==> src/rtl/serial_link_peer_pkg.sv <==
// Shared types and constants for the cable-side serial link peer.
package serial_link_peer_pkg;
  typedef enum logic {IDLE, SHIFT} state_e;

  localparam int              BITS      = 8;
  localparam int              CNT_W     = $clog2(BITS);
  localparam logic [BITS-1:0] IDLE_BYTE = 8'hFF;
endpackage

==> src/rtl/serial_link_peer_sync.sv <==
// Two-flop synchronizer with a third flop for rise/fall pulse detection.
module serial_link_peer_sync #(
  parameter logic RST_VAL = 1'b1
) (
  input  logic clk,
  input  logic nreset,
  input  logic d_i,
  output logic q_o,
  output logic rise_o,
  output logic fall_o
);
  logic [2:0] ff_q, ff_d;

  assign ff_d = {ff_q[1:0], d_i};

  always_ff @(posedge clk or negedge nreset) begin
    if (!nreset) ff_q <= {3{RST_VAL}};
    else         ff_q <= ff_d;
  end

  assign q_o    = ff_q[1];
  assign rise_o =  ff_q[1] & ~ff_q[2];
  assign fall_o = ~ff_q[1] &  ff_q[2];
endmodule

==> src/rtl/serial_link_peer.sv <==
// Cable-side SB/SC link partner: slave by default; clock-master mode is built
// only when SERIAL_LINK_PEER_MASTER_EN is defined.
module serial_link_peer
  import serial_link_peer_pkg::*;
#(
  parameter int HALF_PERIOD = 64
) (
  input  logic            clk,
  input  logic            nreset,
  input  logic            sck_in,
  output logic            sck_out,
  output logic            sck_oe,
  input  logic            sin,
  output logic            sout,
  input  logic            master,
  input  logic [BITS-1:0] tx_data,
  input  logic            tx_valid,
  output logic            tx_ready,
  output logic [BITS-1:0] rx_data,
  output logic            rx_valid,
  output logic            busy
);
  state_e           state_q, state_d;
  logic [CNT_W-1:0] bit_cnt_q, bit_cnt_d;
  logic [BITS-1:0]  shreg_q, shreg_d, shreg_eff;
  logic [BITS-1:0]  rx_data_q, rx_data_d;
  logic             sout_q, sout_d;
  logic             low_q, low_d;
  logic             rx_valid_q, rx_valid_d;

  logic sck_rise, sck_fall, sin_s, load, last_bit;
  logic m_act, m_start, m_rise, m_fall, rise_ev, fall_ev;
  logic sck_q_unused, sin_rise_unused, sin_fall_unused;

  serial_link_peer_sync #(.RST_VAL(1'b1)) u_sync_sck (
    .clk    (clk),
    .nreset (nreset),
    .d_i    (sck_in),
    .q_o    (sck_q_unused),
    .rise_o (sck_rise),
    .fall_o (sck_fall)
  );

  serial_link_peer_sync #(.RST_VAL(1'b1)) u_sync_sin (
    .clk    (clk),
    .nreset (nreset),
    .d_i    (sin),
    .q_o    (sin_s),
    .rise_o (sin_rise_unused),
    .fall_o (sin_fall_unused)
  );

  assign load      = tx_valid && (state_q == IDLE);
  assign shreg_eff = load ? tx_data : shreg_q;
  assign last_bit  = (bit_cnt_q == CNT_W'(BITS - 1));
  // While we own the clock, our own edges replace the synchronized cable edges.
  assign rise_ev   = m_act ? m_rise : sck_rise;
  assign fall_ev   = m_act ? m_fall : sck_fall;

`ifdef SERIAL_LINK_PEER_MASTER_EN
  localparam int HP_W = (HALF_PERIOD > 1) ? $clog2(HALF_PERIOD) : 1;

  logic [HP_W-1:0] hp_cnt_q, hp_cnt_d;
  logic            m_act_q, m_act_d;
  logic            sck_out_q, sck_out_d;
  logic            m_tick;

  assign m_start = load && master;
  assign m_tick  = m_act_q && (hp_cnt_q == HP_W'(HALF_PERIOD - 1));
  assign m_rise  = m_tick && !sck_out_q;
  assign m_fall  = m_tick &&  sck_out_q;
  assign m_act   = m_act_q;

  always_comb begin
    hp_cnt_d  = hp_cnt_q;
    m_act_d   = m_act_q;
    sck_out_d = sck_out_q;
    if (m_start) begin
      m_act_d   = 1'b1;
      sck_out_d = 1'b0;
      hp_cnt_d  = '0;
    end else if (m_act_q) begin
      if (m_tick) begin
        hp_cnt_d  = '0;
        sck_out_d = ~sck_out_q;
        if (m_rise && last_bit) m_act_d = 1'b0;
      end else begin
        hp_cnt_d = hp_cnt_q + HP_W'(1);
      end
    end
  end

  always_ff @(posedge clk or negedge nreset) begin
    if (!nreset) begin
      hp_cnt_q  <= '0;
      m_act_q   <= 1'b0;
      sck_out_q <= 1'b1;
    end else begin
      hp_cnt_q  <= hp_cnt_d;
      m_act_q   <= m_act_d;
      sck_out_q <= sck_out_d;
    end
  end

  assign sck_out = sck_out_q;
  assign sck_oe  = m_act_q;
`else
  logic [31:0] unused_cfg;
  assign unused_cfg = {master, 31'(HALF_PERIOD)};
  assign m_start    = 1'b0;
  assign m_rise     = 1'b0;
  assign m_fall     = 1'b0;
  assign m_act      = 1'b0;
  assign sck_out    = 1'b1;
  assign sck_oe     = 1'b0;
`endif

  always_comb begin
    state_d    = state_q;
    bit_cnt_d  = bit_cnt_q;
    shreg_d    = shreg_eff;
    sout_d     = sout_q;
    low_d      = low_q;
    rx_data_d  = rx_data_q;
    rx_valid_d = 1'b0;
    case (state_q)
      IDLE: begin
        if (m_start || sck_fall) begin
          state_d = SHIFT;
          sout_d  = shreg_eff[BITS-1];
          low_d   = 1'b1;
        end
      end
      SHIFT: begin
        // low_q tracks which edge is due next; out-of-order edges are dropped.
        if (rise_ev && low_q) begin
          shreg_d   = {shreg_q[BITS-2:0], sin_s};
          bit_cnt_d = bit_cnt_q + CNT_W'(1);
          low_d     = 1'b0;
          if (last_bit) begin
            rx_data_d  = {shreg_q[BITS-2:0], sin_s};
            rx_valid_d = 1'b1;
            shreg_d    = IDLE_BYTE;
            state_d    = IDLE;
          end
        end else if (fall_ev && !low_q) begin
          sout_d = shreg_q[BITS-1];
          low_d  = 1'b1;
        end
      end
      default: state_d = IDLE;
    endcase
  end

  always_ff @(posedge clk or negedge nreset) begin
    if (!nreset) begin
      state_q    <= IDLE;
      bit_cnt_q  <= '0;
      shreg_q    <= IDLE_BYTE;
      sout_q     <= 1'b1;
      low_q      <= 1'b0;
      rx_data_q  <= '0;
      rx_valid_q <= 1'b0;
    end else begin
      state_q    <= state_d;
      bit_cnt_q  <= bit_cnt_d;
      shreg_q    <= shreg_d;
      sout_q     <= sout_d;
      low_q      <= low_d;
      rx_data_q  <= rx_data_d;
      rx_valid_q <= rx_valid_d;
    end
  end

  assign sout     = sout_q;
  assign busy     = (state_q == SHIFT);
  assign tx_ready = (state_q == IDLE);
  assign rx_data  = rx_data_q;
  assign rx_valid = rx_valid_q;
endmodule

==> config.mk <==
export PLATFORM = sky130hd
export DESIGN_NAME = serial_link_peer
export DESIGN_NICKNAME = d
export VERILOG_FILES = /design/src/rtl/serial_link_peer_pkg.sv /design/src/rtl/serial_link_peer_sync.sv /design/src/rtl/serial_link_peer.sv
export SDC_FILE = /design/constraint.sdc
export NUM_CORES = 1
export LEC_CHECK = 0
export ABC_CLOCK_PERIOD_IN_PS = 1420
export BUFFER_PORTS_ARGS = -buffer_cell sky130_fd_sc_hd__buf_4
export CORE_ASPECT_RATIO = 1.4
export CORE_MARGIN = 2
export CORE_UTILIZATION = 39
export CTS_CLUSTER_SIZE = 30
export DETAILED_ROUTE_END_ITERATION = 7
export PLACE_DENSITY_LB_ADDON = 0.3
export SLEW_MARGIN = 5
export SYNTH_ARGS = -nofsm -noshare
export SYNTH_HDL_FRONTEND = slang
export SYNTH_SLANG_ARGS = --single-unit
==> constraint.sdc <==
create_clock -name clk -period 1.42 [get_ports clk]
set_input_delay 0.284 -clock clk [delete_from_list [all_inputs] [get_ports clk]]
set_output_delay 0.284 -clock clk [all_outputs]
set_load 0.005 [all_outputs]
Yosys cells after proc, flatten, opt, wreduce, memory -nomap -nowiden
Index checks and enable logic that the tools add are counted.
- eq/ne operators: 5
- reductions and logical operators: 8
- bitwise logic cells: 5
- add/subtract/negate cells: 1
- muxes and demuxes: 19
- operator list (kind ; number):
    8-bit 2-to-1 mux ; 4
    1-bit 2-to-1 mux ; 12
    1-bit case mux with 2 select lines ; 3
    3-bit AND reduction ; 2
    2-bit by 1-bit != test with 1-bit output, second input constant ; 2
    2-bit AND reduction ; 2
    3-bit by 1-bit adder with 3-bit output, second input constant ; 1
    3-bit == test, second input constant ; 1
    1-bit logical AND ; 3
    3-bit by 1-bit != test with 1-bit output, second input constant ; 1
    1-bit NOT ; 3
    1-bit AND ; 2
    2-bit != test, second input constant ; 1
    1-bit zero test ; 1
- register bits after elaboration: 28
- output and inout port bits: 14
- word-level logic and storage cells: 47
- input bits: 14

Logic depth before layout (Yosys ltp)
- word-level depth: 6
- mapped depth: 6

Hierarchy
From an unflattened synthesis, not the netlist that was laid out.
- cell total of the unflattened synthesis: 98
- area, all modules: 1232.4 sq um
- by module, submodules not included (module ; seq. area each (sq um) ; instances ; area each (sq um) ; cells each):
    serial_link_peer ; 586.8 ; 1 ; 1044.8 ; 88
    serial_link_peer_sync ; 78.8 ; 2 ; 93.8 ; 5

Least setup slack after synthesis
No wires, ideal clock.
- path kind: reg2reg
- start point: register bit_cnt_q[0]
- end point: register rx_data_q[0] (netlist: rx_data[0])
- slack: -0.033 ns
- arrival: 1.328 ns
- period minus slack after synthesis: 1.453 ns
- cell stages (with the launch flop): 7
- path buffers: 1
- cells stage by stage: dfrtp_1 > ha_1 > ha_1 > inv_1 > or2_1 > buf_6 > mux2_4
- word-level cells in the longest chain between the ends: 2
- RTL lines (what ; line ; text):
    from (decl) ; serial_link_peer.sv:24 ; logic [CNT_W-1:0] bit_cnt_q, bit_cnt_d;
    from (signal assigned) ; serial_link_peer.sv:166 ; bit_cnt_q <= bit_cnt_d;
    3-bit == test ; serial_link_peer.sv:55 ; assign last_bit = (bit_cnt_q == CNT_W'(BITS - 1));
    3-bit AND reduction (no line) ; -- ;
    to (signal assigned) ; serial_link_peer.sv:170 ; rx_data_q <= rx_data_d;
    to (decl) ; serial_link_peer.sv:26 ; logic [BITS-1:0] rx_data_q, rx_data_d;
No other way between the ends.
A chain may end at the register's enable or synchronous reset.

Final worst setup path
- start point: register u_sync_sck.ff_q[1]
- end point: register rx_data_q[0] (netlist: rx_data[0])
- word-level cells in the longest chain between the ends: 3
- RTL lines (what ; line ; text):
    from (decl) ; serial_link_peer_sync.sv:12 ; logic [2:0] ff_q, ff_d;
    from (signal assigned) ; serial_link_peer_sync.sv:17 ; if (!nreset) ff_q <= {3{RST_VAL}};
    1-bit AND ; serial_link_peer_sync.sv:22 ; assign rise_o = ff_q[1] & ~ff_q[2];
    1-bit logical AND ; serial_link_peer.sv:136 ; if (rise_ev && low_q) begin
    3-bit AND reduction (no line) ; -- ;
No other way between the ends.

==> impl_results.md <==
* Via count of the first global-routing pass at 812
* Commonest cells in the synthesized netlist: sky130_fd_sc_hd__nand2_1 (18), sky130_fd_sc_hd__dfrtp_1 (14), sky130_fd_sc_hd__dfstp_2 (14)
* WP data arrival at 1.60 ns
* Peak ir drop on the vdd network at 0.000603 V
* Final worst setup slack at -0.0307 ns
* Critical path type: reg -> reg
* Proportion of synthesized flip-flops having asynchronous set or reset at 100%
* Most utilized layer in the global route result: met2
* Clock network power share at 19.0%
* Area growth from synthesis to final layout at 27.5%
* Fraction of final layout cells with drive strength greater than 1 at 51.2%
* Setup crit start kind: flop
* Leak Pwr at 0.743 nW
* Synthesis warning total at 0
* Top achievable clock speed at 689 MHz
* Footprint of the flip-flops and latches at 718 sq um
* Area of combinational cells with multiple inputs at 447 sq um
* Last weighted congestion value of the routability-driven placer at 0.735
* Leading area contributor after synthesis: sky130_fd_sc_hd__dfstp_2
* Clock network latency to the later pin of the worst-skew pair at 0.27 ns
* Cell variety after synth at 24
* Number of setup violations in the final report at 9
* Total count of hold-check failures in the final report at 0
* Cell with the most instances after synthesis: sky130_fd_sc_hd__nand2_1
* Dominant combinational cell family by area after synthesis: multiplexers
* Combinational power share at 28.7%
* Met2 GRT Util at 24.6%
* Number of cells produced by synthesis at 98
* Failing checks: negative setup slack
* HPWL reported at the end of detailed placement at 1.52 mm
* Wire length of the first global-routing pass at 3.67 mm
* Seq/Total Area, Yosys at 60.1%
* Fill cell total of the finished layout at 256
* H-Tree Depth at 1
* Syn nets at 115
* Overall die width at 50.8 microns
* Global-route congestion overflow total at 0
* Pin count of the biggest net entering global routing at 29
* Count of nets left with antenna violations after detail routing at 0
* Antenna diode count at 0
* Max-cap viol count at 0
* DR WL/cell at 13.1 microns
* Core region area at 0.00291 sq mm
* Initial core utilization at 41.1%
* Simple-gate share of the synthesized area at 11.8%
* Via count of the routed design at 794
* RSZ-0062 raised after global routing: yes
* Outcome: finished, violations left
* Switching part of the total at 26.6%
* Post-route clock skew at 0.00734 ns
* Number of nets in the final layout at 145
* Mux contribution to synthesized area at 11.9%
* Type of element capturing the critical path: flop
* Top cell type's share of synthesized area at 30.8%
* P_int at 1.81 mW
* Mapped Avg Cell Area at 12.2 sq um
* Total chip power at 2.47 mW
* Count of flip-flops with a built-in enable after synthesis at 0
* Clock-pin slew on the worst setup and hold paths at 0.09 ns
* Rows at 23
* Clock root buffer: sky130_fd_sc_hd__clkbuf_8
* Initial DRT Pass Iterations at 3
* Quantity of I/O buffers inserted on ports at 24
* Part of the total power dissipated in sequential elements at 52.3%
* Post-Synth XOR/XNOR Area at 0.733%
* M3 GR Usage at 2.37%
* Layout Utilization at 52.4%
* Max-slew violations at 0
* Clock tree from TritonCTS: done
* Total net switching power at 0.658 mW
* Worst-path fanout max at 5
* Overall global routing resource usage at 13.6%
* Total wire length after detailed routing at 2.16 mm
* Antenna violations before repair at 0
* Endpoint required time on the critical path at 1.57 ns
* Adder-cell share of the synthesized area at 3.14%
* Class of the tightest hold or removal check: in -> reg
* Met1 routing resource usage after global routing at 15.2%
* Die ar. at 0.00353 sq mm
* Cell types occupying the most area after synthesis: sky130_fd_sc_hd__dfstp_2 (31%), sky130_fd_sc_hd__dfrtp_1 (29%), sky130_fd_sc_hd__mux2_4 (10%), sky130_fd_sc_hd__nand2_1 (5.7%), sky130_fd_sc_hd__a31oi_1 (4.2%)
* Post-route DRC violation count at 0
* Clock sink total at 28
* Cell Pwr Density at 1620 mW/mm^2
* #FFs+latches synth at 28
* Post-Synthesis Cell Area at 0.00119 sq mm
* Die boundary height at 69.5 microns
* Setup slack after placement at -0.129 ns
* Most used flip-flop cell after synthesis: sky130_fd_sc_hd__dfstp_2
* I/O pin count at 28
* Cts bufs inserted at 3
* Clock buffer depth at 2
* Complex-gate fraction of the synthesized area at 6.70%
* Final worst path period need at 1.45 ns
* Via density per instance at 4.84
* Drt initial violations at 10
* Share of the clock period used by the worst path at 102%
[worst max-delay path, stage by stage (launching register included)]
cell,delay (ns)
sky130_fd_sc_hd__dfstp_2,0.54
sky130_fd_sc_hd__nand4b_1,0.15
sky130_fd_sc_hd__or2_4,0.34
sky130_fd_sc_hd__mux2_4,0.30
[what timing repair did]
action	CTS	global route
buffers inserted	1	0
hold endpoints to repair	14	0
hold buffers	1	0
cloned	0	1
setup endpoints to repair	8	19
gates resized for setup	1	6
pin swaps	2	3
[path summary, 6_finish.rpt]
kind / startpoint / to / slack, ns / cells after the start
hold reg to reg: u_sync_sck.ff_q[0]$_DFF_PN1_ / u_sync_sck.ff_q[1]$_DFF_PN1_ / 0.36 / 0
hold / removal: sck_in / u_sync_sck.ff_q[0]$_DFF_PN1_ / 0.12 / 1
max in group asynchronous: nreset / shreg_q[2]$_DFF_PN1_ / 0.65 / 2
min in group asynchronous: nreset / rx_data[7]$_DFFE_PN0P_ / 0.46 / 2
setup / recovery: u_sync_sck.ff_q[1]$_DFF_PN1_ / rx_data[0]$_DFFE_PN0P_ / -0.03 / 3
setup reg to reg: u_sync_sck.ff_q[1]$_DFF_PN1_ / rx_data[0]$_DFFE_PN0P_ / -0.03 / 3
[per-layer routing]
layer | up-vias | share of wire [%] | wire length (microns)
met5 | - | 0 | 0
met4 | 0 | 2.4 | 51
met3 | 4 | 3.7 | 80
met2 | 13 | 54 | 1170
met1 | 394 | 40 | 853
li1 | 383 | - | -
[logic make-up (layout without fill, tap and decap cells)]
| logic type | Yosys count | after routing |
|---|---|---|
| XOR/XNOR | 1 | 1 |
| flip-flops | 28 | 28 |
| AO/OA/AOI/OAI | 12 | 12 |
| other | 2 | 2 |
| buffers and inverters | 11 | 39 |
| adder cells (fa/ha/maj) | 3 | 3 |
| multiplexers | 10 | 10 |
| AND/OR/NAND/NOR | 31 | 32 |
[placed cells by master, fill, tap and decap left out]
cell type	count
sky130_fd_sc_hd__dfstp_2	14
sky130_fd_sc_hd__dfrtp_1	14
sky130_fd_sc_hd__o22a_1	1
sky130_fd_sc_hd__nand2b_1	1
sky130_fd_sc_hd__nor3_1	8
sky130_fd_sc_hd__ha_2	2
sky130_fd_sc_hd__inv_2	1
sky130_fd_sc_hd__ha_4	1
sky130_fd_sc_hd__inv_1	2
sky130_fd_sc_hd__a31oi_1	8
sky130_fd_sc_hd__dlygate4sd3_1	1
sky130_fd_sc_hd__a21oi_1	1
sky130_fd_sc_hd__mux2_4	8
sky130_fd_sc_hd__nand2_1	18
sky130_fd_sc_hd__clkbuf_8	4
sky130_fd_sc_hd__nand4b_1	1
sky130_fd_sc_hd__nor2b_1	2
sky130_fd_sc_hd__a41oi_1	1
sky130_fd_sc_hd__mux2_2	2
sky130_fd_sc_hd__buf_6	1
sky130_fd_sc_hd__buf_4	30
sky130_fd_sc_hd__conb_1	2
sky130_fd_sc_hd__xnor2_1	1
sky130_fd_sc_hd__or2_4	2
sky130_fd_sc_hd__o21a_1	1
[cell type report]
class                           instances  share of cell area [%]
Sequential cell                        28                    47.1
Multi-Input combinational cell         60                    29.3
Timing Repair Buffer                   32                    16.2
Clock buffer                            4                    3.61
Tap cell                               37                    3.04
Inverter                                3                   0.739
[sequential cells by signal, indices dropped and copies added (netlist names)]
name,flops
rx_data,8
rx_valid,1
u_sync_sin.ff_q,2
busy,1
bit_cnt_q,3
low_q,1
sout,1
u_sync_sck.ff_q,3
shreg_q,8
[per-stage QoR]
| stage | instances | TNS [ns] | area (sq um) | hold WS [ns] |
|---|---|---|---|---|
| after floorplan | 98 | -0.252 | 1200 | -0.0116 |
| after global placement | 158 | -0.762 | 1440 | 0.213 |
| after detailed placement | 158 | -0.971 | 1440 | 0.221 |
| after CTS | 163 | -0.385 | 1500 | 0.109 |
| after global routing | 164 | -0.865 | 1520 | 0.0968 |
| final | 164 | -0.168 | 1520 | 0.116 |
[power by group through the flow]
stage | clock network (mW) | registers, mW | logic [mW]
3_5_place_dp | 0 | 1.30 | 0.668
5_1_grt | 0.528 | 1.34 | 0.786
6_report | 0.470 | 1.29 | 0.708
3_3_place_gp | 0 | 1.28 | 0.642
4_1_cts | 0.496 | 1.29 | 0.688
2_1_floorplan | 0 | 1.28 | 0.385
No activity file was read; power rests on OpenSTA's default activity.
